==> config.mk <==
export PLATFORM = sky130hd
export DESIGN_NAME = bcd_counter_n
export DESIGN_NICKNAME = d
export VERILOG_FILES = /design/src/rtl/bcd_counter_n.sv
export SDC_FILE = /design/constraint.sdc
export NUM_CORES = 1
export LEC_CHECK = 0
export CELL_PAD_IN_SITES_DETAIL_PLACEMENT = 2
export CELL_PAD_IN_SITES_GLOBAL_PLACEMENT = 2
export CORE_ASPECT_RATIO = 1.25
export CORE_MARGIN = 2
export CORE_UTILIZATION = 28
export CTS_CLUSTER_DIAMETER = 120
export CTS_CLUSTER_SIZE = 30
export DETAILED_ROUTE_END_ITERATION = 12
export GPL_TIMING_DRIVEN = 0
export PLACE_DENSITY_LB_ADDON = 0.1
export SYNTH_ARGS = -nofsm -noshare
export SYNTH_HDL_FRONTEND = slang
export SYNTH_SLANG_ARGS = --single-unit
export TNS_END_PERCENT = 5
==> constraint.sdc <==
create_clock -name clk -period 3.55 [get_ports clk]
set_clock_uncertainty 0.1 [all_clocks]
set_input_delay 0.5325 -clock clk [delete_from_list [all_inputs] [get_ports clk]]
set_output_delay 0.5325 -clock clk [all_outputs]
set_load 0.1 [all_outputs]
==> src/rtl/bcd_counter_n.sv <==
// Parametrised N-digit BCD up/down counter with clear, load, saturate/wrap mode and wrap pulse.
// Optional macro BCD_LOAD_CHECK_EN rejects loads with nibbles > 9 (else such nibbles clamp to 9).
module bcd_counter_n #(
  parameter int DIGITS = 2
) (
  input  logic                clk,
  input  logic                rst,
  input  logic                clr,
  input  logic                en,
  input  logic                up,
  input  logic                sat,
  input  logic                load,
  input  logic [4*DIGITS-1:0] load_val,
  output logic [4*DIGITS-1:0] count,
  output logic                wrap,
  output logic                at_max,
  output logic                at_min,
  output logic                load_err
);

  localparam int W = 4 * DIGITS;

  logic [W-1:0] count_q, count_d;
  logic [W-1:0] inc_val, dec_val;
  logic         wrap_q, wrap_d;
  logic         load_err_q, load_err_d;
  logic         all_nines, all_zero;
`ifdef BCD_LOAD_CHECK_EN
  logic         load_bad;
`else
  logic [W-1:0] load_fix;
`endif

  // Ripple the carry/borrow through the digits: a digit steps only when all lower digits roll.
  always_comb begin : step_calc
    logic       carry;
    logic       borrow;
    logic [3:0] dig;
    // NOTE: every variable driven here gets a default up front, so no path can infer a latch;
    // blocking assignments are correct in combinational logic (and only there).
    inc_val = count_q;
    dec_val = count_q;
    carry   = 1'b1;
    borrow  = 1'b1;
    dig     = 4'd0;
`ifdef BCD_LOAD_CHECK_EN
    load_bad = 1'b0;
`else
    load_fix = load_val;
`endif
    for (int i = 0; i < DIGITS; i++) begin
      dig = count_q[4*i +: 4];
      if (carry)
        inc_val[4*i +: 4] = (dig == 4'd9) ? 4'd0 : dig + 4'd1;
      if (borrow)
        dec_val[4*i +: 4] = (dig == 4'd0) ? 4'd9 : dig - 4'd1;
      carry  = carry && (dig == 4'd9);
      borrow = borrow && (dig == 4'd0);
`ifdef BCD_LOAD_CHECK_EN
      if (load_val[4*i +: 4] > 4'd9)
        load_bad = 1'b1;
`else
      if (load_val[4*i +: 4] > 4'd9)
        load_fix[4*i +: 4] = 4'd9;
`endif
    end
    all_nines = carry;
    all_zero  = borrow;
  end

  always_comb begin : next_state
    count_d    = count_q;
    wrap_d     = 1'b0;
    load_err_d = 1'b0;
    if (clr) begin
      count_d = '0;
    end else if (load) begin
`ifdef BCD_LOAD_CHECK_EN
      if (load_bad)
        load_err_d = 1'b1;
      else
        count_d = load_val;
`else
      count_d = load_fix;
`endif
    end else if (en) begin
      if (up) begin
        if (!all_nines) begin
          count_d = inc_val;
        end else if (!sat) begin
          count_d = '0;
          wrap_d  = 1'b1;
        end
      end else begin
        if (!all_zero) begin
          count_d = dec_val;
        end else if (!sat) begin
          count_d = {DIGITS{4'd9}};
          wrap_d  = 1'b1;
        end
      end
    end
  end

  // NOTE: sequential state uses non-blocking assignments so all flops update together on the edge.
  always_ff @(posedge clk) begin
    if (rst) begin
      count_q    <= '0;
      wrap_q     <= 1'b0;
      load_err_q <= 1'b0;
    end else begin
      count_q    <= count_d;
      wrap_q     <= wrap_d;
      load_err_q <= load_err_d;
    end
  end

  assign count    = count_q;
  assign wrap     = wrap_q;
  assign at_max   = all_nines;
  assign at_min   = all_zero;
  assign load_err = load_err_q;

endmodule

* Yosys cells after proc, flatten, opt, wreduce, memory -nomap -nowiden
Index checks and enable logic that the tools add are counted.
Storage, ports and cells: flip-flop bits (word level) 9, input port bits 15, output and inout bits 12, logic and storage cells 44
Cells by class: $add $sub $neg 4, $lt $le $gt $ge 2, eq/ne operators 5, mux-type cells 19, bitwise operators 1, reductions and logical operators 10
Operators with widths (number):
- 2-to-1 mux 8 bit | 7
- 2-to-1 mux 4 bit | 8
- adder 4 x 1 -> 4 bit (second input constant) | 2
- equality test 4 bit (second input constant) | 2
- > comparator 4 bit (second input constant) | 2
- logical NOT 4 bit | 2
- != test 4 bit (second input constant) | 2
- subtractor 4 x 1 -> 4 bit (second input constant) | 2
- AND reduction 5 bit | 1
- 2-to-1 mux 1 bit | 4
- != test 4 x 1 -> 1 bit (second input constant) | 1
- nonzero test 4 bit | 1
- OR reduction 4 bit | 1
- AND reduction 3 bit | 1
- logical AND 1 bit | 2
- nonzero test 2 bit | 1
- OR reduction 2 bit | 1
- NOT 1 bit | 1

* Logic depth before layout (Yosys ltp)
Gate-level depths: netlist (run 1).
depth after elaboration 7, depth in mapped cells 7, depth with buffers taken out 7

* Worst setup path before layout (run 1)
OpenSTA, ideal clock, no wires.
path type reg-to-output, start reg count_q[0], in the netlist count[0], end out at_max, arrival time 2319 ps, data required time 2917 ps, setup slack 598 ps, cell stages (with the launch flop) 4, buffers on the path 0, cell sequence dfxtp_1 -> ha_1 -> and3b_1 -> and2_1
Between the ends: cells in the longest elaborated chain, start to end 2
Ends and longest elaborated chain:
- start, declared | RTL line 23 | logic [W-1:0] count_q, count_d;
- start signal, assigned | RTL line 112 | count_q <= count_d;
- equality test 4 bit | RTL line 57 | carry = carry && (dig == 4'd9);
- logical AND 1 bit | RTL line 57
- end, declared | RTL line 16 | output logic at_max,
No other way between the ends.

* Final worst setup path (run 1)
start reg count_q[0], in the netlist count[0], end out at_min
Between the ends: cells in the longest elaborated chain, start to end 2
Ends and longest elaborated chain:
- logical NOT 4 bit | RTL line 58 | borrow = borrow && (dig == 4'd0);
- logical AND 1 bit | RTL line 58
- end, declared | RTL line 17 | output logic at_min,
No other way between the ends.

==> run metrics, run 1 <==
Synth-to-Final Area Change 37.0%; # IOs 27; number of distinct library cells after synthesis 50; die height 67.3 µm; final core occ 0.392; layout cell share with drive strength beyond 1 0.133; Syn. warnings 0; number of setup violations in the final report 0; synthesized flop and latch total 9; Least-Margin Pin Slew 0.993 ns; CP top delay family buffers and inverters; 1st-pass router iterations 4; clock input transition at the sequential cells of the worst setup and hold paths 0.05 ns; die area 3680 µm²; Post-CTS Setup Bufs 0; ys flop type dfxtp_1; Pwr Density 337 nW/µm²; leakage 0.474 nW; vias 995; number of flops mapped to enable cells by yosys 0; max-cap violations 0; CTS sink count 9; TNS Setup 0 ns; Mapped Cells 115; Rel. slew slack 0.336; Worst-Skew Late Latency about 0.24 ns; Startpoint Class flop; WP data required 2.92 ns; CP arrival about 2.7 ns; largest net degree at the start of global routing 11; worst hold slack 0.490 ns; IO buf count 24; drt total wl about 3.1 mm; most frequent cells in the layout clkdlybuf4s50_1 (24), inv_1 (9), dfxtp_1 (9); Finished Cell Area 1230 µm²; CTS tree done; crit-path max FO 8; Cell Chain, Critical Path inv_1, ha_1, nor3b_2, and2_1, clkdlybuf4s50_1; min Tclk post-route 3.33 ns; Num CTS Buffers 3; cts hold-fix bufs 0; routability cong. just over 0.8; dpl cell area between 1000 and 1500 µm²; Setup WS pre-CTS 0.466 ns; final slew viol count 0; status finished, final reports clean; Buf/Inv on CP 2; post-layout net count 162; Starting Density 0.286; syn_nets roughly 130; first-pass GRT wire length 5.17 mm; total power 0.414 mW; Tcrit/Tclk final 0.939; initial drt markers 15; Max VDD drop 156 µV; Async S/R FF share, synth 0; DR WL/cell 17.4 µm; Seq/Total Area, Yosys 0.201; H-tree Lvls 1; gr ovfl total 0; CP Capture Type output port; peak per-stage delay on the critical path 1.15 ns; worst hold path type reg -> reg; Total GRT Usage 0.195; # rows 23; Slowest-stage cell, CP clkdlybuf4s50_1; Bufs on Longest Clock Path 2; core area 3140 µm²; WS Path Type reg -> out; antenna diode count 0; Hold Fails Final Rpt 0; cts repair resizes 0; RSZ-0062 raised after global routing false; vias in the first global route 1090; Clock Tree Root clkbuf_8; most common cell after layout, fill and taps aside clkdlybuf4s50_1; Die W between 50 and 60 µm; final setup margin 0.217 ns; Non-Filler Instances between 150 and 200; placed insts 176; Max Fclk roughly 300 MHz; dpl hpwl 2.43 mm; Mapped Area 897 µm²; DRT antenna net count 0; Mean Syn Cell Area 7.80 µm²; initial antenna violation count 0; DRC 0; vias per cell 5.53
## Yosys cell counts (2+ instances only)
master,instances,share of area
o211ai_4,2,0.047
o21ai_0,5,0.028
ha_1,3,0.042
a211oi_1,4,0.033
a311o_1,2,0.022
nor2_1,8,0.033
nand3_1,2,0.011
nand2_1,6,0.025
o21ai_1,2,0.011
nor2b_1,6,0.042
nor3b_1,2,0.017
buf_2,6,0.033
nor3_1,4,0.022
a21oi_1,5,0.028
a31oi_1,2,0.014
and3_1,2,0.014
or3_1,2,0.014
inv_1,9,0.038
o211a_1,2,0.022
and2_1,2,0.014
dfxtp_1,9,0.20
nand4_2,2,0.028
## layer usage
layer	share of wire	up-vias	global-route usage
li1	-	475	-
met1	0.40	498	0.208
met2	0.57	18	0.376
met3	0.021	4	0.0243
met4	0.011	0	0.0594
met5	0	-	0
## path summary, 6_finish.rpt
path,startpoint,to,slack [ns],cells after the start
worst min-delay path,count[0],count[0],0.49,2
worst max-delay path,count[0],at_min,0.22,5
worst min register to register,count[0],count[0],0.49,2
worst max register to register,count[0],count[4],1.49,7
## tightest hold or removal path: cells and delay by family, from the launching register on
family          cells  cell delay (ns)
flops               1             0.39
compound gates      1             0.05
simple gates        1             0.09
## cell families after synthesis
family	count (synthesis)	share of synthesized area
other	1	0.00418
muxes	1	0.0126
and+or+nand+nor	47	0.329
xor gates and xnor gates	2	0.0195
DFF	9	0.201
buffers and inverters	18	0.0962
AOI/OAI and AO/OA	34	0.296
adders and majority gates	3	0.0418
## power by group
part | total (mW) | switching, mW | internal (mW) | leakage, nW
Sequential | 0.113 | 0.00626 | 0.106 | 0.0735
Combinational | 0.178 | 0.116 | 0.0615 | 0.378
Clock | 0.124 | 0.0451 | 0.0787 | 0.0228
Total | 0.414 | 0.168 | 0.246 | 0.474
## state kept, by name, indices dropped and copies added (netlist names)
| name | cells |
|---|---|
| count | 8 |
| wrap | 1 |
## cell type report
class | instances | area, µm²
flip-flops and latches | 9 | 180
multi-input cells | 88 | 631
plain buffers | 9 | 52.6
fillers | 380 | 1910
well taps | 37 | 46.3
clock buffers | 4 | 45.0
repair buffers | 24 | 240
inverters | 9 | 33.8
(Power assumes the default switching activity.)
==> inputs of run 2 (changes only) <==
--- a/config.mk
+++ b/config.mk
@@ -5,11 +5,12 @@
 export SDC_FILE = /design/constraint.sdc
 export NUM_CORES = 1
 export LEC_CHECK = 0
+export ABC_AREA = 1
 export CELL_PAD_IN_SITES_DETAIL_PLACEMENT = 2
 export CELL_PAD_IN_SITES_GLOBAL_PLACEMENT = 2
 export CORE_ASPECT_RATIO = 1.25
 export CORE_MARGIN = 2
-export CORE_UTILIZATION = 28
+export CORE_UTILIZATION = 26
 export CTS_CLUSTER_DIAMETER = 120
 export CTS_CLUSTER_SIZE = 30
 export DETAILED_ROUTE_END_ITERATION = 12
==> run 2 against run 1 <==
Register-to-register slack better by 0.23 ns. Global-route usage down 2.2 points. Via count up 9.3%. Worst setup slack better by 0.17 ns. Flip-flop and latch count unchanged. Cell count up 23%. First-iteration DRC count up 60%. Maximum frequency up 5.2%. Count of clock-buffer cells in the layout unchanged. Combinational power up 6%.
==> run metrics, run 2 <==
layout cell share with drive strength beyond 1 0.203; die area roughly 4200 µm²; Die W approximately 58 µm; Synth Area in Compound Gates 0.0916; peak per-stage delay on the critical path 1.12 ns; initial drt markers 24; DRT met1 WL 1.28 mm; routability cong. 0.813; most frequent cells in the layout nand2_1 (33), clkdlybuf4s50_1 (24), nor2_1 (22); first-pass GRT wire length 5.40 mm; Rel. slew slack 0.352; DRT antenna net count 0; total power 0.423 mW; DRC 0; worst hold path type reg -> reg; DR WL/cell ~14 µm; final setup margin around 0.38 ns; max reg flops 8; Max VDD drop around 190 µV; Post-Synth Simple-Gate Area 0.518; most frequent cells after synthesis nand2_1 (33), nor2_1 (22), nand3_1 (17); CTS tree done; Synth Area in Adders 0.0393; Mean Syn Cell Area around 6.2 µm²; number of setup violations in the final report 0; max-cap violations 0; synthesized flop and latch total 9; met3 routed WL 60 µm; most common cell after layout, fill and taps aside nand2_1; # fillers between 400 and 500; dpl cell area approximately 1200 µm²; dpl hpwl 2.71 mm; Starting Density 0.272; Syn. warnings 0; clock input transition at the sequential cells of the worst setup and hold paths ~0.040 ns; cts repair resizes 0; Finished Cell Area ~1300 µm²; number of flops mapped to enable cells by yosys 0; Post-CTS Setup Bufs 0; WP data required 2.92 ns; core area around 3500 µm²; WL met2 1.81 mm; Pwr Density 328 nW/µm²; Setup WS pre-CTS just over 0.6 ns; Synth-to-Final Area Change 34.9%; top sig layer met4; final slew viol count 0; Synth top area share 0.188; min Tclk post-route 3.17 ns; Startpoint Class flop; Clock Tree Root clkbuf_8; H-tree Lvls 1; cts hold-fix bufs 0; Async S/R FF share, synth 0; TNS Setup 0 ns; Slowest-stage cell, CP clkdlybuf4s50_1; Least-Margin Pin Slew 0.969 ns; # rows 24; crit-path max FO 7; top post-synthesis cells by area dfxtp_1 (19%), nand2_1 (13%), nand3_1 (8.9%); antenna diode count 0; placed insts 217; Seq/Total Area, Yosys 0.188; # IOs 27; largest net degree at the start of global routing 11; Max Fclk 316 MHz; die height 71.8 µm; drt total wl ~3.2 mm; Mapped Area 956 µm²; Bufs on Longest Clock Path 2; Total GRT Usage 0.172; Num CTS Buffers 3; vias per cell just under 5; initial antenna violation count 0; status finished, final reports clean; Hold Fails Final Rpt 0; Mapped Cells around 150; Cell Chain, Critical Path inv_1, ha_1, nand2_1, nor2_2, nand2_1, inv_1, clkdlybuf4s50_1; CP Capture Type output port; gr ovfl total 0; leakage around 0.61 nW; most frequent cell after synthesis nand2_1; Worst-Skew Late Latency 0.24 ns; post-layout net count 201; syn_nets 172; Post-Synth XOR/XNOR Area 0.0275; vias in the first global route 1131; cell taking the most area after synthesis dfxtp_1; Tcrit/Tclk final 0.892; 1st-pass router iterations 4; number of distinct library cells after synthesis 27; CTS sink count 9; RSZ-0062 raised after global routing false; vias 1088; WS Path Type reg -> out; IO buf count 24; Non-Filler Instances 221; largest family of logic cells by synthesized area simple AND/OR/NAND/NOR gates; post-synthesis mux area share 0; CP arrival 2.54 ns; ys flop type dfxtp_1
run 2: where the power goes:
group	total, mW	internal [mW]	switching [mW]
clock network	0.120	0.0783	0.0413
logic	0.188	0.0579	0.130
registers	0.115	0.107	0.00831
total	0.423	0.243	0.180
run 2: worst paths after layout:
kind / startpoint / endpoint / slack, ns / cells past startpoint
min reg2reg: count[1] / count[1] / 0.44 / 2
min: count[1] / count[1] / 0.44 / 2
max: count[0] / at_min / 0.38 / 7
max reg2reg: count[0] / count[5] / 1.72 / 10
run 2: cell type report:
type / count / area [µm²] / share of cell area
buffer: 3 / 30.0 / 0.0233
timing repair buffer: 24 / 240 / 0.186
inverter: 22 / 95.1 / 0.0737
sequential: 9 / 180 / 0.140
multi-input combinational: 120 / 651 / 0.504
clock buffer: 4 / 45.0 / 0.0349
tap: 39 / 48.8 / 0.0378
run 2: cell families after synthesis:
family                     Yosys count
DFF                                  9
xor gates and xnor gates             3
buffers and inverters               25
other                                1
adders and majority gates            3
AOI/OAI and AO/OA                   16
and+or+nand+nor                     97
run 2: worst max-delay path, delay by kind of cell (launching register included):
family / cells / cell delay, ns
and+or+nand+nor: 3 / 0.30
DFF: 1 / 0.38
buffers and inverters: 3 / 1.34
adders and majority gates: 1 / 0.27
run 2: through the flow:
stage | util | hold slack, ns
global route | 0.367 | 0.478
CTS | 0.367 | 0.435
global placement | 0.354 | 0.418
finish | 0.367 | 0.435
detailed placement | 0.354 | 0.424
floorplan | - | 0.586
run 2: metal layers:
layer	vias to the layer above	GRT usage
li1	552	-
met1	520	0.184
met2	12	0.324
met3	4	0.0379
met4	0	0.0620
met5	-	0
==> inputs of run 3 (changes only) <==
--- a/config.mk
+++ b/config.mk
@@ -19,4 +19,4 @@
 export SYNTH_ARGS = -nofsm -noshare
 export SYNTH_HDL_FRONTEND = slang
 export SYNTH_SLANG_ARGS = --single-unit
-export TNS_END_PERCENT = 5
+export TNS_END_PERCENT = 20
==> results of run 3 <==
No change in the layout: final DEF, timing and power equal those of run 2.
